`src/rtl/fixed_pkg.sv`:
```
// Shared fixed-point definitions: Q8.12 format constants and the state encoding
// used by the iterative arithmetic blocks.
package fixed_pkg;

  localparam int unsigned Q_W    = 20;
  localparam int unsigned Q_FRAC = 12;

  localparam logic [Q_W-1:0] Q_MAX = 20'h7FFFF;
  localparam logic [Q_W-1:0] Q_MIN = 20'h80000;
  localparam logic [Q_W-1:0] Q_ONE = 20'h01000;

  typedef enum logic [1:0] {
    StIdle,
    StRun,
    StDone
  } iter_state_e;

  // Magnitude of a two's complement value; the most negative value maps to 2^(Q_W-1).
  function automatic logic [Q_W-1:0] q_abs(input logic [Q_W-1:0] x);
    return x[Q_W-1] ? -x : x;
  endfunction

endpackage

```
`src/rtl/fixed_div_core.sv`:
```
// Radix-2 restoring division datapath: one quotient bit per step strobe, MSB first.
// Operates on unsigned magnitudes; signs and saturation are handled by the caller.
module fixed_div_core
  import fixed_pkg::*;
#(
  parameter int unsigned W    = Q_W,
  parameter int unsigned FRAC = Q_FRAC
) (
  input  logic               clk,
  input  logic               rst,
  input  logic               load,
  input  logic               step,
  input  logic [W-1:0]       dvd_mag,
  input  logic [W-1:0]       dvs_mag,
  output logic [W+FRAC-1:0]  quot
);

  localparam int unsigned N = W + FRAC;

  logic [N-1:0] dvd_q;
  logic [N-1:0] quot_q;
  logic [W:0]   rem_q;
  logic [W-1:0] dvs_q;

  logic [W:0]   rem_sh;
  logic [W:0]   rem_d;
  logic         qbit;

  always_comb begin
    rem_sh = {rem_q[W-1:0], dvd_q[N-1]};
    qbit   = (rem_sh >= {1'b0, dvs_q});
    rem_d  = qbit ? (rem_sh - {1'b0, dvs_q}) : rem_sh;
  end

  always_ff @(posedge clk) begin
    if (!rst) begin
      dvd_q  <= '0;
      quot_q <= '0;
      rem_q  <= '0;
      dvs_q  <= '0;
    end else if (load) begin
      dvd_q  <= {dvd_mag, {FRAC{1'b0}}};
      quot_q <= '0;
      rem_q  <= '0;
      dvs_q  <= dvs_mag;
    end else if (step) begin
      dvd_q  <= {dvd_q[N-2:0], 1'b0};
      quot_q <= {quot_q[N-2:0], qbit};
      rem_q  <= rem_d;
    end
  end

  assign quot = quot_q;

endmodule

```
`src/rtl/fixed_div.sv`:
```
// Sequential signed Q8.12 divider with start/done handshake, saturation and
// divide-by-zero flagging. Fixed latency regardless of operands.
module fixed_div
  import fixed_pkg::*;
#(
  parameter int unsigned W    = Q_W,
  parameter int unsigned FRAC = Q_FRAC
) (
  input  logic         clk,
  input  logic         rst,
  input  logic         start,
  input  logic [W-1:0] A,
  input  logic [W-1:0] B,
  output logic         ready,
  output logic         done,
  output logic [W-1:0] out,
  output logic         ovf,
  output logic         dz
);

  localparam int unsigned N  = W + FRAC;
  localparam int unsigned CW = $clog2(N + 1);

  localparam logic [W-1:0] SatMax = {1'b0, {(W-1){1'b1}}};
  localparam logic [W-1:0] SatMin = {1'b1, {(W-1){1'b0}}};

  iter_state_e state_q, state_d;

  logic [CW-1:0] cnt_q;
  logic          sa_q, sb_q, bz_q;
  logic [W-1:0]  out_q;
  logic          ovf_q, dz_q;

  logic          load, step, last;
  logic [W-1:0]  mag_a, mag_b;
  logic [N-1:0]  quot;
  logic          neg;
  logic [W-1:0]  res;
  logic          res_ovf, res_dz;

  always_ff @(posedge clk) begin
    if (!rst) begin
      state_q <= StIdle;
    end else begin
      state_q <= state_d;
    end
  end

  always_comb begin
    state_d = state_q;
    unique case (state_q)
      StIdle:  if (start) state_d = StRun;
      StRun:   if (cnt_q == CW'(N)) state_d = StDone;
      StDone:  state_d = StIdle;
      default: state_d = StIdle;
    endcase
  end

  // One extra RUN cycle after the last step registers the saturated result.
  always_comb begin
    ready = (state_q == StIdle);
    done  = (state_q == StDone);
    load  = ready && start;
    step  = (state_q == StRun) && (cnt_q != CW'(N));
    last  = (state_q == StRun) && (cnt_q == CW'(N));
  end

  always_comb begin
    mag_a = A[W-1] ? -A : A;
    mag_b = B[W-1] ? -B : B;
  end

  fixed_div_core #(
    .W    (W),
    .FRAC (FRAC)
  ) u_core (
    .clk     (clk),
    .rst     (rst),
    .load    (load),
    .step    (step),
    .dvd_mag (mag_a),
    .dvs_mag (mag_b),
    .quot    (quot)
  );

  always_comb begin
    neg     = sa_q ^ sb_q;
    res     = '0;
    res_ovf = 1'b0;
    res_dz  = 1'b0;
    if (bz_q) begin
      res    = sa_q ? SatMin : SatMax;
      res_dz = 1'b1;
    end else if (!neg && (quot > {{FRAC{1'b0}}, SatMax})) begin
      res     = SatMax;
      res_ovf = 1'b1;
    end else if (neg && (quot > {{FRAC{1'b0}}, SatMin})) begin
      res     = SatMin;
      res_ovf = 1'b1;
    end else begin
      // Negating a zero quotient yields +0, so no special case is needed.
      res = neg ? -quot[W-1:0] : quot[W-1:0];
    end
  end

  always_ff @(posedge clk) begin
    if (!rst) begin
      cnt_q <= '0;
      sa_q  <= 1'b0;
      sb_q  <= 1'b0;
      bz_q  <= 1'b0;
      out_q <= '0;
      ovf_q <= 1'b0;
      dz_q  <= 1'b0;
    end else begin
      if (load) begin
        cnt_q <= '0;
        sa_q  <= A[W-1];
        sb_q  <= B[W-1];
        bz_q  <= (B == '0);
      end else if (step) begin
        cnt_q <= cnt_q + CW'(1);
      end
      if (last) begin
        out_q <= res;
        ovf_q <= res_ovf;
        dz_q  <= res_dz;
      end
    end
  end

  assign out = out_q;
  assign ovf = ovf_q;
  assign dz  = dz_q;

endmodule
```
`config.mk`:
```
export PLATFORM = sky130hd
export DESIGN_NAME = fixed_div
export DESIGN_NICKNAME = d
export VERILOG_FILES = /design/src/rtl/fixed_pkg.sv /design/src/rtl/fixed_div_core.sv /design/src/rtl/fixed_div.sv
export SDC_FILE = /design/constraint.sdc
export NUM_CORES = 1
export LEC_CHECK = 0
export ABC_CLOCK_PERIOD_IN_PS = 2700
export CELL_PAD_IN_SITES_DETAIL_PLACEMENT = 1
export CELL_PAD_IN_SITES_GLOBAL_PLACEMENT = 2
export CORE_UTILIZATION = 32
export CTS_BUF_LIST = sky130_fd_sc_hd__clkbuf_4 sky130_fd_sc_hd__clkbuf_8
export DETAILED_ROUTE_END_ITERATION = 10
export GPL_TIMING_DRIVEN = 1
export PLACE_DENSITY_LB_ADDON = 0.15
export SYNTH_ARGS = -nofsm -noshare
export SYNTH_HDL_FRONTEND = slang
export SYNTH_SLANG_ARGS = --single-unit
```
`constraint.sdc`:
```
create_clock -name clk -period 2.7 [get_ports clk]
set_clock_uncertainty 0.2 [all_clocks]
set_input_delay 0.27 -clock clk [delete_from_list [all_inputs] [get_ports clk]]
set_output_delay 0.27 -clock clk [all_outputs]
set_load 0.01 [all_outputs]
```
==> report_table.html <==
<table>
<tr><th>Metric</th><th>Value</th></tr>
<tr><th colspan="2">Run status</th></tr>
<tr><td>Status</td><td>complete, no violations</td></tr>
<tr><th colspan="2">Power</th></tr>
<tr><td>Power share of the sequential group</td><td>37.1%</td></tr>
<tr><td>Clk pwr share</td><td>32.2%</td></tr>
<tr><td>IR Drop Worst-Case VDD</td><td>0.347 mV</td></tr>
<tr><td>P_leak</td><td>4.02 nW</td></tr>
<tr><td>Pwr per Cell Area</td><td>542 nW/um^2</td></tr>
<tr><td>Sw Share</td><td>33.6%</td></tr>
<tr><td>Psw</td><td>1.79 mW</td></tr>
<tr><td>Comb power frac</td><td>30.7%</td></tr>
<tr><td>Total power of the final layout</td><td>5.33 mW</td></tr>
<tr><td>P_int</td><td>3.54 mW</td></tr>
<tr><th colspan="2">Setup path</th></tr>
<tr><td>Maximum net fanout on the critical path</td><td>3</td></tr>
<tr><td>Critical path arrival</td><td>2.79 ns</td></tr>
<tr><td>Startpoint Class</td><td>input pin</td></tr>
<tr><td>Data required, critical path</td><td>2.84 ns</td></tr>
<tr><td>Nature of the critical path endpoint</td><td>flop</td></tr>
<tr><td>Kind of critical path</td><td>in -&gt; reg</td></tr>
<tr><th colspan="2">STA</th></tr>
<tr><td>Post-Route Hold Slack</td><td>0.0266 ns</td></tr>
<tr><td>Fin. max-slew vios</td><td>0</td></tr>
<tr><td>Highest clock rate</td><td>378 MHz</td></tr>
<tr><td>Pin slew with the least headroom to its limit</td><td>0.638 ns</td></tr>
<tr><td>Final worst-path cycle share</td><td>98.0%</td></tr>
<tr><td>Worst-case headroom to the max-slew limit</td><td>57.3%</td></tr>
<tr><td>Final number of hold-violating endpoints</td><td>0</td></tr>
<tr><td>Final critical-path required period</td><td>2.65 ns</td></tr>
<tr><td>Final Worst Setup Slack</td><td>0.0532 ns</td></tr>
<tr><td>Total Negative Setup Slacks</td><td>0 ns</td></tr>
<tr><td>Final setup vio count</td><td>0</td></tr>
<tr><th colspan="2">Routing</th></tr>
<tr><td>Total vias in the final route</td><td>7358</td></tr>
<tr><td>Number of nets with antenna violations after detailed routing</td><td>0</td></tr>
<tr><td>Detailed Route WL</td><td>23300 um</td></tr>
<tr><td>Violation count after the first detailed-routing iteration</td><td>266</td></tr>
<tr><td>Number of iterations in the first detailed-routing pass</td><td>7</td></tr>
<tr><td>Via count normalized by instance count</td><td>5.14</td></tr>
<tr><td>DRC violations left</td><td>0</td></tr>
<tr><td>Post-detailed-route wirelength per cell</td><td>16.3 um</td></tr>
<tr><th colspan="2">Logic synthesis</th></tr>
<tr><td>Post-synthesis average cell area</td><td>7.73 um^2</td></tr>
<tr><td>Number of distinct library cells after synthesis</td><td>66</td></tr>
<tr><td>Synth Register Bits</td><td>125</td></tr>
<tr><td>Synth Instances</td><td>967</td></tr>
<tr><td>Largest area contributor in the synthesized netlist</td><td>dfxtp_1</td></tr>
<tr><td>Count of flip-flops with a built-in enable after synthesis</td><td>0</td></tr>
<tr><td>Number of warnings reported in the yosys synthesis log</td><td>0</td></tr>
<tr><td>Predominant post-synthesis flop cell</td><td>dfxtp_1</td></tr>
<tr><td>Share of synthesized area occupied by flip-flops and latches</td><td>33.5%</td></tr>
<tr><td>Share of synthesized flip-flops with an asynchronous set or reset</td><td>0%</td></tr>
<tr><td>Post-synthesis instance area</td><td>7470 um^2</td></tr>
<tr><td>Share of the synthesized area in the top cell type</td><td>33.5%</td></tr>
<tr><td>Top cells by area in the synthesized netlist</td><td>dfxtp_1, nand2_1, a21oi_1</td></tr>
<tr><td>Net count after synthesis</td><td>1036</td></tr>
<tr><th colspan="2">Floorplan</th></tr>
<tr><td>Vert. Die Dim</td><td>155 um</td></tr>
<tr><td>Total die area</td><td>24000 um^2</td></tr>
<tr><td>Die Wd</td><td>155 um</td></tr>
<tr><td>Total core area</td><td>22800 um^2</td></tr>
<tr><td>Number of cell rows</td><td>55</td></tr>
<tr><td>Initial core utilization</td><td>32.8%</td></tr>
<tr><td>I/O pin cnt</td><td>67</td></tr>
<tr><th colspan="2">Finish</th></tr>
<tr><td>Final-layout fill cell count</td><td>2749</td></tr>
<tr><td>Layout Nets</td><td>1175</td></tr>
<tr><td>Area of the multi-input gates</td><td>4820 um^2</td></tr>
<tr><td>Non-filler instance count after layout</td><td>1432</td></tr>
<tr><td>Fraction of layout instances using a drive strength above 1</td><td>19.5%</td></tr>
<tr><td>Synth-to-Final Area Change</td><td>31.6%</td></tr>
<tr><td>Flip-flop and latch area</td><td>2510 um^2</td></tr>
<tr><td>Number of diodes added for antenna fixing</td><td>0</td></tr>
<tr><td>Final cell area excluding filler cells</td><td>9830 um^2</td></tr>
<tr><td>Post-layout utilization of the core</td><td>43.2%</td></tr>
<tr><th colspan="2">Global route</th></tr>
<tr><td>Initial antenna violation count</td><td>0</td></tr>
<tr><td>Wire length of the first global-routing pass</td><td>38200 um</td></tr>
<tr><td>Overflow left after global routing</td><td>0</td></tr>
<tr><td>Vias in the first global route</td><td>7622</td></tr>
<tr><td>Largest net degree at the start of global routing</td><td>45</td></tr>
<tr><td>Overall Global Routing Usage</td><td>20.0%</td></tr>
<tr><th colspan="2">Clock network</th></tr>
<tr><td>Depth of the CTS H-tree</td><td>4</td></tr>
<tr><td>Library cell used as clock root buffer</td><td>clkbuf_8</td></tr>
<tr><td>Max clock buf depth</td><td>2</td></tr>
<tr><td>Total clock buffers created by CTS</td><td>17</td></tr>
<tr><td>Hold Buf Count CTS</td><td>0</td></tr>
<tr><td>Insertion delay of the later-clocked pin in the worst-skew pair</td><td>0.47 ns</td></tr>
<tr><td>CTS tree</td><td>yes</td></tr>
<tr><td>Clock slew at the register clock pins of the worst setup and hold paths</td><td>0.08 ns</td></tr>
<tr><td>Sink count of the clock tree</td><td>125</td></tr>
<tr><th colspan="2">Placement</th></tr>
<tr><td>Post-place setup slack</td><td>-0.664 ns</td></tr>
<tr><td>Global placement routability congestion</td><td>0.820</td></tr>
<tr><td>Instance count after placement with tap cells included</td><td>1395</td></tr>
<tr><td>Count of buffers from port buffering</td><td>66</td></tr>
<tr><td>Post-DP Area</td><td>9150 um^2</td></tr>
<tr><td>Detailed Place HPWL</td><td>17100 um</td></tr>
<tr><th colspan="2">Flow run</th></tr>
<tr><td>Max Cap Violations</td><td>0</td></tr>
<tr><th colspan="2">Min path</th></tr>
<tr><td>Path category of the worst min-delay check</td><td>in -&gt; reg</td></tr>
</table>
## path summary, 6_finish.rpt
kind	start	to	slack, ns	depth (start not counted)
min reg2reg	u_core.quot[31]$_SDFFE_PP0P_	u_core.quot[31]$_SDFFE_PP0P_	0.27	2
max	A[4]	u_core.dvd_q[29]$_SDFFE_PN0P_	0.05	8
max reg2reg	u_core.dvs_q[18]$_SDFFE_PN0P_	u_core.rem_q[3]$_SDFFE_PP0P_	0.10	11
min	A[0]	u_core.dvd_q[12]$_SDFFE_PN0P_	0.03	4
## layer usage
metal,up-vias,global-route usage (%),part of all wire (%)
met5,-,0,0
met4,0,7.02,2.0
met3,31,3.05,1.8
met2,87,34.9,50
met1,3536,24.9,46
li1,3704,-,-
## layout make-up
class,instances,share of cell area [%]
multi-input cells,744,49.0
clock buffers,18,2.46
repair buffers,182,16.0
inverters,36,1.37
well taps,313,3.98
flip-flops and latches,125,25.5
clock inverters,14,1.64
## flip-flops by register name (all words and copies together) (netlist names), 2 cells and up
| register | cells |
|---|---|
| u_core.dvd_q | 20 |
| out | 20 |
| cnt_q | 6 |
| u_core.quot | 32 |
| state_q | 2 |
| u_core.dvs_q | 20 |
| u_core.rem_q | 20 |
## synthesized netlist by cell type (9+ instances only)
cell type	number
a21boi_0	19
a21o_1	9
a21oi_1	84
a31oi_1	15
and2_1	14
and3_1	18
buf_1	11
clkbuf_1	44
dfxtp_1	125
ha_1	25
inv_1	36
mux2i_1	12
nand2_1	178
nand3_1	38
nand4_1	15
nor2_1	51
nor2b_1	14
nor3_1	10
nor4_1	10
o211a_1	17
o21ai_0	33
o31ai_1	11
or3_1	9
xnor2_1	21
xor2_1	41
## worst max-delay path, stage by stage
cell             delay (ns)
clkdlybuf4s15_1        0.18
or4_4                  0.50
or3_4                  0.35
or4_4                  0.49
or4_4                  0.47
o31ai_4                0.25
xor2_1                 0.18
o22ai_1                0.10
## repair_timing
action                                  in CTS  in global routing
pin swaps                                   13                 23
setup buffers                                1                  4
hold endpoints to repair                     0                  0
gates resized for setup                     44                 41
endpoints found under the setup margin      18                 34
## kinds of logic (layout without fill, tap and decap cells)
family                     count (synthesis)  in the layout  synth area share, %
and+or+nand+nor                          388            388                 24.8
AOI/OAI and AO/OA                        256            256                 23.0
DFF                                      125            125                 33.5
buffers and inverters                     98            250                 5.36
xor gates and xnor gates                  62             62                 7.27
adders and majority gates                 26             26                 4.45
muxes                                     12             12                 1.61
## layout by cell type (no fill, tap or decap), types with 16 or more instances in the layout
cell	netlist	layout
ha_1	25	17
nand3_1	38	38
nor2_1	51	50
a21boi_0	19	16
clkdlybuf4s50_1	0	57
o21ai_0	33	31
xor2_1	41	40
a21oi_1	84	80
clkbuf_8	1	17
o211a_1	17	17
inv_1	36	33
and3_1	18	18
xnor2_1	21	21
buf_4	0	109
dfxtp_1	125	118
nand2_1	178	177
## power by group through the flow
stage                     clock network, mW  logic, mW  registers (mW)
after floorplan                           0      0.922            2.00
after global placement                    0       1.50            2.01
after detailed placement                  0       1.51            2.01
after CTS                              1.77       1.54            1.97
after global routing                   1.85       1.80            1.99
final                                  1.72       1.63            1.98
No activity file was read; power rests on OpenSTA's default activity.
